===== config.mk =====
export PLATFORM = sky130hd
export DESIGN_NAME = div_unit_flat
export DESIGN_NICKNAME = d
export VERILOG_FILES = /design/src/rtl/div_unit_if.sv /design/src/rtl/div_unit.sv /design/src/flat_wrapper.sv
export SDC_FILE = /design/constraint.sdc
export NUM_CORES = 1
export LEC_CHECK = 0
export ABC_AREA = 0
export CORE_ASPECT_RATIO = 1.5
export CORE_UTILIZATION = 55
export CTS_CLUSTER_DIAMETER = 60
export DETAILED_ROUTE_END_ITERATION = 8
export GPL_ROUTABILITY_DRIVEN = 0
export PLACE_DENSITY = 0.77
export REMOVE_ABC_BUFFERS = 1
export SETUP_SLACK_MARGIN = 0.2
export SLEW_MARGIN = 30
export SYNTH_ARGS = -nofsm -noshare
export SYNTH_HDL_FRONTEND = slang
export SYNTH_SLANG_ARGS = --single-unit
export TNS_END_PERCENT = 30

===== constraint.sdc =====
create_clock -name clk -period 5.88 [get_ports clk]
set_clock_uncertainty 0.15 [all_clocks]
set_input_delay 1.176 -clock clk [delete_from_list [all_inputs] [get_ports clk]]
set_output_delay 1.176 -clock clk [all_outputs]
set_load 0.01 [all_outputs]

===== src/rtl/div_unit_if.sv =====
// div_unit_if: execute-stage divide port bundle.
//   master : pipeline side (drives request, receives stall/results)
//   slave  : divider side
//   E_div_valid/E_div_signed/E_div_cancel/E_div_srca/E_div_srcb : request
//   E_div_stall/E_div_ready/E_div_lo/E_div_hi                    : response
interface div_unit_if #(
   parameter int DATA_W = 32
);
   logic              E_div_valid;
   logic              E_div_signed;
   logic              E_div_cancel;
   logic [DATA_W-1:0] E_div_srca;
   logic [DATA_W-1:0] E_div_srcb;
   logic              E_div_stall;
   logic              E_div_ready;
   logic [DATA_W-1:0] E_div_lo;
   logic [DATA_W-1:0] E_div_hi;

   modport master (
      output E_div_valid, E_div_signed, E_div_cancel, E_div_srca, E_div_srcb,
      input  E_div_stall, E_div_ready, E_div_lo, E_div_hi
   );

   modport slave (
      input  E_div_valid, E_div_signed, E_div_cancel, E_div_srca, E_div_srcb,
      output E_div_stall, E_div_ready, E_div_lo, E_div_hi
   );
endinterface


===== src/rtl/div_unit.sv =====
// div_unit: iterative radix-2 restoring divider for the execute stage.
// One quotient bit per cycle; stalls the pipeline while working and presents
// quotient (lo) / remainder (hi) for one cycle in DONE.
//   clk    : rising-edge clock
//   resetn : asynchronous active-low reset
//   div    : div_unit_if.slave (request, stall, ready, lo/hi results)
//
// state | meaning
// ------+-----------------------------------------------------------
// IDLE  | waiting for a DIV/DIVU in E; stall follows E_div_valid
// BUSY  | shifting/subtracting, one quotient bit per cycle
// DONE  | lo/hi valid, ready=1 for one cycle, then back to IDLE
module div_unit #(
   parameter int DATA_W = 32,
   parameter int CNT_W  = 5
) (
   input logic       clk,
   input logic       resetn,
   div_unit_if.slave div
);

   typedef enum logic [1:0] {S_IDLE, S_BUSY, S_DONE} state_t;

   localparam logic [CNT_W-1:0] CNT_LAST = CNT_W'(DATA_W - 1);

   state_t            state_q, state_d;
   logic [CNT_W-1:0]  cnt_q, cnt_d;
   logic [DATA_W-1:0] rem_q, rem_d;
   logic [DATA_W-1:0] dvd_q, dvd_d;
   logic [DATA_W-1:0] quo_q, quo_d;
   logic [DATA_W-1:0] dvs_q, dvs_d;
   logic [DATA_W-1:0] srca_q, srca_d;
   logic              qsign_q, qsign_d;
   logic              rsign_q, rsign_d;
   logic              dz_q, dz_d;
   logic [DATA_W-1:0] lo_q, lo_d;
   logic [DATA_W-1:0] hi_q, hi_d;

   logic              a_neg, b_neg;
   logic [DATA_W-1:0] a_abs, b_abs;
   logic [DATA_W:0]   rem_sh;
   logic [DATA_W:0]   diff;
   logic              ge;
   logic [DATA_W-1:0] rem_nx, quo_nx;
   logic [DATA_W-1:0] q_fix, r_fix;

   assign a_neg = div.E_div_signed & div.E_div_srca[DATA_W-1];
   assign b_neg = div.E_div_signed & div.E_div_srcb[DATA_W-1];
   assign a_abs = a_neg ? (~div.E_div_srca + 1'b1) : div.E_div_srca;
   assign b_abs = b_neg ? (~div.E_div_srcb + 1'b1) : div.E_div_srcb;

   // Shifted partial remainder can reach 2*divisor-1, so the compare and
   // subtract carry one extra bit; diff's MSB is the borrow.
   assign rem_sh = {rem_q, dvd_q[DATA_W-1]};
   assign diff   = rem_sh - {1'b0, dvs_q};
   assign ge     = ~diff[DATA_W];
   assign rem_nx = ge ? diff[DATA_W-1:0] : rem_sh[DATA_W-1:0];
   assign quo_nx = {quo_q[DATA_W-2:0], ge};

   // Sign fix-up uses the final step's values directly so lo/hi load on DONE entry.
   assign q_fix = qsign_q ? (~quo_nx + 1'b1) : quo_nx;
   assign r_fix = rsign_q ? (~rem_nx + 1'b1) : rem_nx;

   always_comb begin
      state_d = state_q;
      cnt_d   = cnt_q;
      rem_d   = rem_q;
      dvd_d   = dvd_q;
      quo_d   = quo_q;
      dvs_d   = dvs_q;
      srca_d  = srca_q;
      qsign_d = qsign_q;
      rsign_d = rsign_q;
      dz_d    = dz_q;
      lo_d    = lo_q;
      hi_d    = hi_q;
      case (state_q)
         S_IDLE: begin
            if (div.E_div_valid && !div.E_div_cancel) begin
               state_d = S_BUSY;
               cnt_d   = '0;
               rem_d   = '0;
               quo_d   = '0;
               dvd_d   = a_abs;
               dvs_d   = b_abs;
               srca_d  = div.E_div_srca;
               qsign_d = a_neg ^ b_neg;
               rsign_d = a_neg;
               dz_d    = (div.E_div_srcb == '0);
            end
         end
         S_BUSY: begin
            if (div.E_div_cancel) begin
               state_d = S_IDLE;
            end else begin
               rem_d = rem_nx;
               quo_d = quo_nx;
               dvd_d = {dvd_q[DATA_W-2:0], 1'b0};
               cnt_d = cnt_q + CNT_W'(1);
               if (cnt_q == CNT_LAST) begin
                  state_d = S_DONE;
                  lo_d    = dz_q ? '1     : q_fix;
                  hi_d    = dz_q ? srca_q : r_fix;
               end
            end
         end
         S_DONE:  state_d = S_IDLE;
         default: state_d = S_IDLE;
      endcase
   end

   always_ff @(posedge clk or negedge resetn) begin
      if (!resetn) begin
         state_q <= S_IDLE;
         cnt_q   <= '0;
         rem_q   <= '0;
         dvd_q   <= '0;
         quo_q   <= '0;
         dvs_q   <= '0;
         srca_q  <= '0;
         qsign_q <= 1'b0;
         rsign_q <= 1'b0;
         dz_q    <= 1'b0;
         lo_q    <= '0;
         hi_q    <= '0;
      end else begin
         state_q <= state_d;
         cnt_q   <= cnt_d;
         rem_q   <= rem_d;
         dvd_q   <= dvd_d;
         quo_q   <= quo_d;
         dvs_q   <= dvs_d;
         srca_q  <= srca_d;
         qsign_q <= qsign_d;
         rsign_q <= rsign_d;
         dz_q    <= dz_d;
         lo_q    <= lo_d;
         hi_q    <= hi_d;
      end
   end

   // Combinational so the pipeline freezes in the same cycle the divide reaches E.
   assign div.E_div_stall = ~div.E_div_cancel &
                            (((state_q == S_IDLE) & div.E_div_valid) | (state_q == S_BUSY));
   assign div.E_div_ready = (state_q == S_DONE);
   assign div.E_div_lo    = lo_q;
   assign div.E_div_hi    = hi_q;

endmodule


===== src/flat_wrapper.sv =====
// flat-port wrapper written by rule: the top's interface ports become plain ports
module div_unit_flat 
#(
   parameter int DATA_W = 32,
   parameter int CNT_W  = 5
)
  (clk, resetn, div_E_div_valid, div_E_div_signed, div_E_div_cancel, div_E_div_srca, div_E_div_srcb, div_E_div_stall, div_E_div_ready, div_E_div_lo, div_E_div_hi);
  div_unit_if #(.DATA_W(DATA_W)) div_i ();
  input logic clk;
  input logic resetn;
  input wire logic [$bits(div_i.E_div_valid)-1:0] div_E_div_valid;
  input wire logic [$bits(div_i.E_div_signed)-1:0] div_E_div_signed;
  input wire logic [$bits(div_i.E_div_cancel)-1:0] div_E_div_cancel;
  input wire logic [$bits(div_i.E_div_srca)-1:0] div_E_div_srca;
  input wire logic [$bits(div_i.E_div_srcb)-1:0] div_E_div_srcb;
  output wire logic [$bits(div_i.E_div_stall)-1:0] div_E_div_stall;
  output wire logic [$bits(div_i.E_div_ready)-1:0] div_E_div_ready;
  output wire logic [$bits(div_i.E_div_lo)-1:0] div_E_div_lo;
  output wire logic [$bits(div_i.E_div_hi)-1:0] div_E_div_hi;
  assign div_i.E_div_valid = div_E_div_valid;
  assign div_i.E_div_signed = div_E_div_signed;
  assign div_i.E_div_cancel = div_E_div_cancel;
  assign div_i.E_div_srca = div_E_div_srca;
  assign div_i.E_div_srcb = div_E_div_srcb;
  assign div_E_div_stall = div_i.E_div_stall;
  assign div_E_div_ready = div_i.E_div_ready;
  assign div_E_div_lo = div_i.E_div_lo;
  assign div_E_div_hi = div_i.E_div_hi;
  div_unit #(.DATA_W(DATA_W), .CNT_W(CNT_W)) u_core (.clk(clk), .resetn(resetn), .div(div_i));
endmodule

==> results.json, run 1 <==
{
  "outcome": "finished, final reports clean",
  "cts_setup_buffers": 0,
  "first_pass_iters": 5,
  "ys_seq_area_frac": 0.4016,
  "numCtsBuffers": 23,
  "grt_setup_unrepaired": "false",
  "layout-drive-gt1-share": 0.04716,
  "drtIter0Drc": 865,
  "avgSynthCellArea_um2": 8.199,
  "antenna_found_initial": 0,
  "cellLeakagePower_nw": 7.512,
  "drv_cap": 0,
  "min_path_type": "flip-flop to flip-flop",
  "clk_pin_slew_ns": 0.06,
  "h-tree-depth": 1,
  "insertion_delay_ns": 0.52,
  "worst_ir_drop_vdd_mv": 0.2637,
  "synth.area.top_cells": "dfrtp_1 (40%), nand2_1 (8.8%), o21ai_0 (6.1%), a21oi_1 (5.1%), xor2_1 (4.0%)",
  "synth_area_um2": 14520,
  "ant_nets": 0,
  "yosys_warnings": 0,
  "core_area_um2": 25850,
  "die_y_um": 201,
  "num_rows": 72,
  "boundaryPins": 135,
  "period_needed_ns": 5.338,
  "ctsHoldBuffers": 0,
  "die_width_um": 134.7,
  "max-slew-margin-rel": 0.3337,
  "fp.dieArea_um2": 27070,
  "cts_buffer_depth": 3,
  "wl_um": 39420,
  "synth_top_cell_by_area": "dfrtp_1",
  "tightest_slew_ns": 0.9742,
  "worst-path-max-fanout": 11,
  "grt_pass1_vias": 12945,
  "n_fill_cell": 2220,
  "r2r_setup_slack_ns": 0.54,
  "crit_required_ns": 6.12,
  "fmax_ghz": 0.1873,
  "min_from": "u_core.div.E_div_lo[2]",
  "diodes": 0,
  "powerDensity_nw_per_um2": 472.5,
  "initial_utilization": 0.5616,
  "routed-via-count": 13187,
  "cts_tree": "yes",
  "viasPerCell": 5.997,
  "synthArstFlopShare": 1.000,
  "finalPower_mw": 7.960,
  "final_cell_mix": "nand2_1 (341), dfrtp_1 (231), o21ai_0 (176), a21oi_1 (147), nor2_1 (139)",
  "final_common_cell": "nand2_1",
  "overflow": 0,
  "track_usage": 0.2924,
  "synth.distinct_cells": 82,
  "fin_ws_ns": 0.5420,
  "crit_path_start_kind": "flip-flop",
  "finalCritPeriodShare": 0.9078,
  "yosysTopAreaCellShare": 0.4016,
  "crit_path_start": "u_core.dvd_q[31]",
  "end_kind": "flip-flop",
  "syn_to_final_growth_pct": 16.03,
  "synth_edf_count": 0,
  "place_ws_ns": 0.4762,
  "drc": 0,
  "setup_viol": 0,
  "nets": 1960,
  "clock-sinks": 233,
  "reg2reg_from": "u_core.dvd_q[31]",
  "grt_max_degree": 130,
  "slew_viol_final": 0,
  "ys_ff_latch": 233,
  "place_hpwl_um": 28070,
  "synthCells": 1771,
  "hold_viol_final": 0,
  "clockRootBuffer": "clkbuf_16",
  "arrival_ns": 5.57,
  "grt_pass1_wl_um": 63850,
  "wl_per_cell_um": 17.92,
  "synth_ff_type": "dfrtp_1",
  "port_buffers": 134,
  "crit_type": "flip-flop to flip-flop"
}
state kept, by name, indices dropped and copies added, names as in the netlist, 5 cells and up:
| signal | cells |
|---|---|
| u_core.div.E_div_lo | 32 |
| u_core.cnt_q | 5 |
| u_core.rem_q | 32 |
| u_core.quo_q | 31 |
| u_core.dvs_q | 32 |
| u_core.srca_q | 32 |
| u_core.dvd_q | 32 |
| u_core.div.E_div_hi | 32 |
cell type report:
cell class | count | area [µm²] | area share
Clock inverter | 3 | 43.79 | 0.002599
Multi-Input combinational cell | 1389 | 8134 | 0.4828
Inverter | 54 | 206.4 | 0.01225
Sequential cell | 233 | 5833 | 0.3462
Clock buffer | 36 | 694.4 | 0.04122
Tap cell | 333 | 416.7 | 0.02473
Timing Repair Buffer | 151 | 1519 | 0.09016
metal layers:
layer | GRT usage | up-vias | wire length, µm
met4 | 0.1196 | 0 | 1348
met3 | 0.02727 | 103 | 1766
li1 | - | 6339 | -
met1 | 0.3441 | 6301 | 15690
met2 | 0.5365 | 444 | 20610
met5 | 0 | - | 0
synthesized netlist by cell type (14+ instances only):
cell type	instances
clkbuf_1	70
mux2i_1	34
nor3_1	31
ha_1	38
and3_1	16
nor4_1	23
nand2_1	342
nand3_1	48
xor2_1	66
xnor2_1	63
nand2b_1	14
inv_1	53
nor2_1	141
o31ai_1	20
or3_1	26
a21oi_1	147
o21ai_0	176
dfrtp_1	233
power breakdown:
| part | switching [mW] | internal [mW] |
|---|---|---|
| registers | 0.236 | 1.85 |
| clock network | 0.621 | 0.850 |
| logic | 2.78 | 1.62 |
| total | 3.64 | 4.32 |
timing repair:
item | 4_1_cts | 5_1_grt
hold endpoints to repair | 0 | 0
setup endpoints to repair | 0 | 3
gates resized for setup | 0 | 2
worst max-delay path: stages, from the launching register on:
cell and delay, ns:
dfrtp_1 0.39, inv_1 0.06, ha_1 0.20, fa_1 0.44, nor2b_4 0.15, o31a_4 0.17, o211ai_2 0.15, a211oi_2 0.43
o21a_2 0.34, nor2_4 0.08, clkinvlp_4 0.24, ha_1 0.21, nand2_1 0.06, or3_1 0.33, or3_1 0.33, or3_1 0.43
nand2b_1 0.24, nand2b_1 0.24, o31ai_1 0.27, xor2_1 0.21, a21oi_1 0.09
logic make-up (layout without fill, tap and decap cells):
family          Yosys count  count (layout)  synth area share
buf+inv                 149             244           0.04093
compound gates          477             477            0.1988
fa+ha+maj                39              39           0.03412
mux                      42              42           0.02981
flops                   233             233            0.4016
simple gates            702             702            0.2170
xor+xnor                129             129           0.07781
final timing paths:
path	to	cells past startpoint
setup / recovery	u_core.div.E_div_lo[28]	20
hold / removal	u_core.div.E_div_lo[2]	2
max in group asynchronous	u_core.rem_q[3]	2
min in group asynchronous	u_core.state_q[1]	1
hold reg to reg	u_core.div.E_div_lo[2]	2
setup reg to reg	u_core.div.E_div_lo[28]	20
per-stage QoR:
stage                       util  TNS (ns)  std cells  hold WS [ns]  instance area [µm²]
after global routing      0.6516         0       2199        0.3407                16850
after global placement    0.6207         0       2158        0.3020                16050
final                     0.6516         0       2199        0.3212                16850
after detailed placement  0.6208         0       2158        0.3046                16050
after floorplan                -   -305.63       1676        0.2868                14130
after CTS                 0.6493         0       2197        0.3285                16790
(Power assumes the default switching activity.)
==> inputs of run 2 (changes only) <==
--- a/config.mk
+++ b/config.mk
@@ -7,11 +7,12 @@
 export LEC_CHECK = 0
 export ABC_AREA = 0
 export CORE_ASPECT_RATIO = 1.5
+export CORE_MARGIN = 2
 export CORE_UTILIZATION = 55
 export CTS_CLUSTER_DIAMETER = 60
 export DETAILED_ROUTE_END_ITERATION = 8
 export GPL_ROUTABILITY_DRIVEN = 0
-export PLACE_DENSITY = 0.77
+export PLACE_DENSITY = 0.79
 export REMOVE_ABC_BUFFERS = 1
 export SETUP_SLACK_MARGIN = 0.2
 export SLEW_MARGIN = 30
==> constraint.sdc (replaced) <==
create_clock -name clk -period 6 [get_ports clk]
set_clock_uncertainty 0.15 [all_clocks]
set_input_delay 1.2 -clock clk [delete_from_list [all_inputs] [get_ports clk]]
set_output_delay 1.2 -clock clk [all_outputs]
set_load 0.01 [all_outputs]
==> results.json, run 2 (synthesis gave the netlist of run 1 again) <==
{
  "grt_setup_unrepaired": "false",
  "period_needed_ns": 5.360,
  "drv_cap": 0,
  "finalSetupTns_ns": 0,
  "drc": 0,
  "grt_pass1_vias": 12947,
  "clock-sinks": 233,
  "crit_type": "flip-flop to flip-flop",
  "port_buffers": 134,
  "cts_tree": "yes",
  "clockRootBuffer": "clkbuf_16",
  "cellLeakagePower_nw": 7.547,
  "cts_buffer_depth": 3,
  "wl_um": 39450,
  "fmax_ghz": 0.1866,
  "crit_path_start_kind": "flip-flop",
  "final_util": 0.6536,
  "grt_pass1_wl_um": 63570,
  "multiInputGateArea_um2": 8134,
  "setup_viol": 0,
  "insertion_delay_ns": 0.54,
  "first_pass_iters": 6,
  "num_rows": 72,
  "hold_viol_final": 0,
  "layout-drive-gt1-share": 0.05032,
  "crit_required_ns": 6.27,
  "max-slew-margin-rel": 0.3924,
  "m1WireLength_um": 15000,
  "grt_max_degree": 149,
  "worst_ir_drop_vdd_mv": 0.2926,
  "worst-path-max-fanout": 11,
  "clk_pin_slew_ns": 0.06,
  "stdcell_count": 2201,
  "end_kind": "flip-flop",
  "die_width_um": 136.7,
  "drtIter0Drc": 1027,
  "powerDensity_nw_per_um2": 467.3,
  "path_cells": "inv_1 -> ha_1 -> fa_1 -> nor2b_4 -> o31a_4 -> o211ai_2 -> a211oi_2 -> o21a_2 -> nor2_4 -> clkinvlp_4 -> nor2_1 -> a21oi_1 -> ha_1 -> inv_1 -> nor3_1 -> a41oi_1 -> or3_4 -> or3_1 -> and4_1 -> a211o_1",
  "place_ws_ns": 0.6166,
  "routed-via-count": 13267,
  "die_y_um": 203,
  "fin_ws_ns": 0.6399,
  "wl_met3_um": 2161,
  "final_common_cell": "nand2_1",
  "min_path_type": "flip-flop to flip-flop",
  "tightest_slew_ns": 0.8860,
  "slew_viol_final": 0,
  "placed_area_um2": 16050,
  "initial_utilization": 0.5616,
  "cpPeakStageDelay_ns": 0.46,
  "core_area_um2": 25850,
  "place_hpwl_um": 28330,
  "boundaryPins": 135,
  "critPathSlowestCell": "or3_4",
  "wl_per_cell_um": 17.92,
  "cp_top_family": "compound AO/OA/AOI/OAI gates",
  "cts_setup_buffers": 0,
  "regArea_um2": 5833,
  "finalPower_mw": 7.897,
  "nets": 1960,
  "top_layer": "met4",
  "syn_to_final_growth_pct": 16.39,
  "numCtsBuffers": 24,
  "viasPerCell": 6.028,
  "ant_nets": 0,
  "n_fill_cell": 2120,
  "antenna_found_initial": 0,
  "fin_area_um2": 16900,
  "hold-worst-slack_ns": 0.3272,
  "dp_cells": 2158,
  "final_cell_mix": "nand2_1 (341), dfrtp_1 (231), o21ai_0 (176), a21oi_1 (147), nor2_1 (139)",
  "diodes": 0,
  "arrival_ns": 5.63,
  "outcome": "finished, final reports clean",
  "track_usage": 0.2834,
  "finalCritPeriodShare": 0.8934,
  "wl_met2_um": 20860,
  "fp.dieArea_um2": 27740,
  "critPathBufInv": 3,
  "overflow": 0,
  "h-tree-depth": 1
}
run 2: changes by cell type in the layout (fill, tap and decap cells not counted):
cell	change
clkbuf_1	-4
clkinv_2	+4
clkbuf_16	+2
buf_16	-1
bufinv_16	+1
clkbuf_8	-1
clkinv_4	+1
run 2: worst register-to-register path, cell delays in order, from the launching register on:
cell        delay [ns]
dfrtp_1           0.41
inv_1             0.07
ha_1              0.21
fa_1              0.44
nor2b_4           0.15
o31a_4            0.16
o211ai_2          0.17
a211oi_2          0.41
o21a_2            0.31
nor2_4            0.07
clkinvlp_4        0.23
nor2_1            0.07
a21oi_1           0.27
ha_1              0.29
inv_1             0.09
nor3_1            0.25
a41oi_1           0.26
or3_4             0.46
or3_1             0.36
and4_1            0.19
a211o_1           0.23
run 2: routing by layer:
layer  vias up  track usage
met5         -            0
met3       104      0.03021
met2       470       0.5261
met4         0       0.1190
met1      6344       0.3242
li1       6349            -
run 2: what timing repair did:
item                       in CTS  in global routing
hold buffers                    0                  0
gates resized for setup         0                  2
setup endpoints to repair       0                  1
run 2: layout make-up:
class,instances,area share
multi-input cells,1389,0.4813
flip-flops and latches,233,0.3452
repair buffers,150,0.08825
clock buffers,33,0.04235
well taps,333,0.02465
inverters,54,0.01222
clock inverters,9,0.006071
run 2: path summary, 6_finish.rpt:
kind	from	end	slack, ns	cells past startpoint
max reg2reg	u_core.dvd_q[31]	u_core.div.E_div_hi[28]	0.64	20
min in group asynchronous	resetn	u_core.div.E_div_lo[27]	0.50	1
min reg2reg	u_core.srca_q[14]	u_core.srca_q[14]	0.33	2
max in group asynchronous	resetn	u_core.rem_q[9]	3.96	2
min	u_core.srca_q[14]	u_core.srca_q[14]	0.33	2
max	u_core.dvd_q[31]	u_core.div.E_div_hi[28]	0.64	20
run 2: report_power, final:
part | total (mW) | internal (mW) | switching (mW)
registers | 2.04 | 1.81 | 0.230
clock network | 1.55 | 0.919 | 0.633
logic | 4.30 | 1.58 | 2.72
total | 7.90 | 4.32 | 3.58
